File: config.mk
export PLATFORM = sky130hd
export DESIGN_NAME = full_adder_reg
export DESIGN_NICKNAME = d
export VERILOG_FILES = /design/src/rtl/full_adder_reg.sv
export SDC_FILE = /design/constraint.sdc
export NUM_CORES = 1
export LEC_CHECK = 0
export CAP_MARGIN = 20
export CORE_AREA = 2 2 39 41
export CTS_CLUSTER_SIZE = 14
export DETAILED_ROUTE_END_ITERATION = 6
export DIE_AREA = 0 0 41 43
export GPL_TIMING_DRIVEN = 0
export HOLD_SLACK_MARGIN = 0.03
export PLACE_DENSITY_LB_ADDON = 0.12
export SYNTH_ARGS = -nofsm -noshare
export SYNTH_HDL_FRONTEND = slang
export SYNTH_SLANG_ARGS = --single-unit
File: constraint.sdc
create_clock -name clk -period 1.4 [get_ports clk]
set_input_delay 0.28 -clock clk [delete_from_list [all_inputs] [get_ports clk]]
set_output_delay 0.28 -clock clk [all_outputs]
set_load 0.005 [all_outputs]
File: src/rtl/full_adder_reg.sv
// Registered ripple-carry full adder: sum/carry = x + y + z, optionally
// captured behind in_valid with a one-cycle latency.
module full_adder_reg #(
    parameter int unsigned WIDTH   = 1,
    parameter bit          OUT_REG = 1'b1
) (
    input  logic             clk,
    input  logic             rst,
    input  logic             in_valid,
    input  logic [WIDTH-1:0] x,
    input  logic [WIDTH-1:0] y,
    input  logic             z,
    output logic [WIDTH-1:0] sum,
    output logic             carry,
    output logic             out_valid
);

    logic [WIDTH-1:0] add_sum;
    logic [WIDTH:0]   chain;

    // Ripple of 1-bit full-adder cells; z enters at bit 0.
    always_comb begin
        add_sum  = '0;
        chain    = '0;
        chain[0] = z;
        for (int unsigned i = 0; i < WIDTH; i++) begin
            add_sum[i]   = x[i] ^ y[i] ^ chain[i];
            chain[i + 1] = (x[i] & y[i]) | (x[i] & chain[i]) | (y[i] & chain[i]);
        end
    end

    if (OUT_REG) begin : g_reg
        logic [WIDTH-1:0] sum_d,       sum_q;
        logic             carry_d,     carry_q;
        logic             out_valid_d, out_valid_q;

        always_comb begin
            sum_d       = sum_q;
            carry_d     = carry_q;
            out_valid_d = in_valid;
            if (in_valid) begin
                sum_d   = add_sum;
                carry_d = chain[WIDTH];
            end
        end

        always_ff @(posedge clk or posedge rst) begin
            if (rst) begin
                sum_q       <= '0;
                carry_q     <= 1'b0;
                out_valid_q <= 1'b0;
            end else begin
                sum_q       <= sum_d;
                carry_q     <= carry_d;
                out_valid_q <= out_valid_d;
            end
        end

        assign sum       = sum_q;
        assign carry     = carry_q;
        assign out_valid = out_valid_q;
    end else begin : g_comb
        // Clock and reset have no role on the purely combinational path.
        logic unused_clk_rst;
        assign unused_clk_rst = clk ^ rst;

        assign sum       = add_sum;
        assign carry     = chain[WIDTH];
        assign out_valid = in_valid;
    end

endmodule

==> impl_metrics.py, run 1 <==
metrics = {
    "status": {
        "outcome": "finished, final reports clean",
    },
    "routing": {
        "drc": 0,
        "ant_nets": 0,
        "wl_met1_microns": 105,
        "first_iter_violations": 1,
        "vias_per_cell": 2.80,
        "top_layer_used": "met3",
        "routed-wl-met3_microns": 51,
        "vias": 98,
        "wl_met2_microns": 106,
        "wl_per_cell_microns": 7.51,
        "firstDrtPassIters": 2,
        "wirelength_microns": 263,
    },
    "critical_path": {
        "slowest_stage": "fa_1",
        "max_stage_delay_ns": 0.47,
        "crit_chain": "clkdlybuf4s50_1, fa_1, mux2_2",
        "worstSetupEndpointType": "flip-flop",
        "worstPathMaxFanout": 1,
        "worstPathRequired_ns": 1.51,
        "criticalPathCategory": "in2reg",
        "start_kind": "primary input",
        "worstPathArrival_ns": 1.46,
    },
    "global_routing": {
        "grt_pass1_vias": 112,
        "grt_antenna_before_repair": 0,
        "grt_max_degree": 4,
        "grt_pass1_wl_microns": 462,
        "grt.total_usage_pct": 5.25,
        "overflow": 0,
    },
    "floorplanning": {
        "die_w_microns": 41,
        "start_util_pct": 8.77,
        "die_area_sq_um": 1760,
        "core_area_sq_um": 1380,
        "rows": 14,
        "chipHeight_microns": 43,
        "io_pins": 9,
    },
    "logic_synthesis": {
        "synthCells": 7,
        "seq_area_frac_synth_pct": 61.9,
        "synth.area.top_cells": "dfrtp_1 62%, mux2_2 19%, fa_1 16%",
        "synth_top_area_share_pct": 61.9,
        "syn-cell-area_sq_um": 121,
        "synth_top_cell_by_area": "dfrtp_1",
        "yosysWarnings": 0,
        "yosysUniqueCellTypes": 4,
        "syn_avg_cell_area_sq_um": 17.3,
        "ys_seq_elements": 3,
        "synth_fp_nets": 14,
    },
    "timing": {
        "post-route-min-period_ns": 1.34,
        "setup_tns_ns": 0,
        "drv_slew": 0,
        "skew_ns": 0,
        "hold_ws_ns": 0.214,
        "timing.fmax_ghz": 0.745,
        "tightest_slew_ns": 0.128,
        "final_hold_viol_count": 0,
        "rsz0062_at_grt": "false",
        "fin_crit_sh_pct": 95.8,
        "slew_headroom_pct": 91.4,
        "setup_violations": 0,
    },
    "clock_tree": {
        "clkLatencyLatePin_ns": 0.23,
        "cts.clk_slew.worst_paths_ns": 0.04,
        "cts.sinks": 3,
        "cts_hold_buf": 0,
        "cts_tree": "yes",
        "numCtsBuffers": 3,
        "cts_htree_levels": 1,
        "clock_path_buffers": 2,
        "cts-root-buf": "clkbuf_4",
    },
    "layout": {
        "fill_cells": 154,
        "nets": 27,
        "layout-drive-gt1-share_pct": 26.3,
        "num_antenna_cells": 0,
        "syn_to_final_growth_pct": 106,
    },
    "power": {
        "power_density_nw_per_um2": 1230,
        "ir_drop_uv": 409,
        "leakagePower_nw": 0.111,
        "finalPower_mw": 0.308,
    },
    "place": {
        "portBuffers": 8,
        "gp_congestion": 0.549,
    },
    "run": {
        "drv_cap": 0,
    },
    "hold_path": {
        "hold_path.class": "in2async",
    },
}
[area by class of cell]
type / instances / area [sq um] / area share (%)
timing repair buffer: 8 / 82.6 / 33.0
sequential: 3 / 75.1 / 30.0
multi-input combinational: 3 / 42.5 / 17.0
clock buffer: 4 / 26.3 / 10.5
tap: 16 / 20.0 / 8.00
inverter: 1 / 3.75 / 1.50
[logic make-up (layout without fill, tap and decap cells)]
| family | count (synthesis) | in the layout | share of synthesized area [%] |
|---|---|---|---|
| DFF | 3 | 3 | 61.9 |
| muxes | 2 | 2 | 18.6 |
| adders and majority gates | 1 | 1 | 16.5 |
| buffers and inverters | 1 | 13 | 3.09 |
[Yosys cell counts]
master / n
dfrtp_1: 3
fa_1: 1
inv_1: 1
mux2_2: 2
[path summary, 6_finish.rpt]
kind                       slack (ns)  start     to  depth (start not counted)
min in group clk                 0.51    sum    sum                          1
max                              0.06      y    sum                          3
min                              0.21    rst    sum                          2
max reg2reg                      0.66  carry  carry                          1
max in group asynchronous        1.06    rst  carry                          2
min reg2reg                      0.51    sum    sum                          1
[worst max-delay path, delay by kind of cell]
family     cells  cell delay (ns)
fa+ha+maj      1             0.47
buf+inv        1             0.43
mux            1             0.27
[through the flow]
stage / cell area, sq um / util [%] / worst slack (ns) / cells
floorplan: 121 / - / 0.294 / 7
global placement: 221 / 16.0 / -0.187 / 31
detailed placement: 221 / 16.0 / -0.188 / 31
CTS: 248 / 17.9 / 0.0283 / 35
global route: 250 / 18.1 / 0.0142 / 35
finish: 250 / 18.1 / 0.0583 / 35
[sequential cells by signal, summed over array words and instances (netlist names)]
signal     cells
carry          1
sum            1
out_valid      1
[cells in the final DEF, fill, tap and decap left out]
cell	Yosys	layout
mux2_2	2	2
clkdlybuf4s50_1	0	7
fa_1	1	1
dlymetal6s2s_1	0	1
clkbuf_1	0	1
inv_1	1	1
dfrtp_1	3	3
clkbuf_4	0	3
[repair_timing]
action	4_1_cts	5_1_grt
setup buffers	0	0
resized for setup	0	1
setup endpoints to repair	0	1
[layer usage]
layer / global-route usage [%] / vias to the layer above
li1: - / 46
met1: 4.90 / 45
met2: 4.06 / 7
met3: 7.85 / 0
met4: 6.00 / 0
met5: 0 / -
[power by group]
| part | switching (mW) | leakage (nW) | internal (mW) | total, mW |
|---|---|---|---|---|
| clock network | 0.0458 | 0.0150 | 0.107 | 0.153 |
| registers | 0.00416 | 0.0350 | 0.0981 | 0.102 |
| logic | 0.0145 | 0.0611 | 0.0384 | 0.0529 |
| total | 0.0645 | 0.111 | 0.243 | 0.308 |
Power figures use the tool's default switching activity.
==> run 2, diff against run 1 <==
--- a/config.mk
+++ b/config.mk
@@ -5,6 +5,7 @@
 export SDC_FILE = /design/constraint.sdc
 export NUM_CORES = 1
 export LEC_CHECK = 0
+export ABC_CLOCK_PERIOD_IN_PS = 1400
 export CAP_MARGIN = 20
 export CORE_AREA = 2 2 39 41
 export CTS_CLUSTER_SIZE = 14
==> results of run 2 <==
Same layout as run 1: the final DEF is identical, and so are final timing and power.
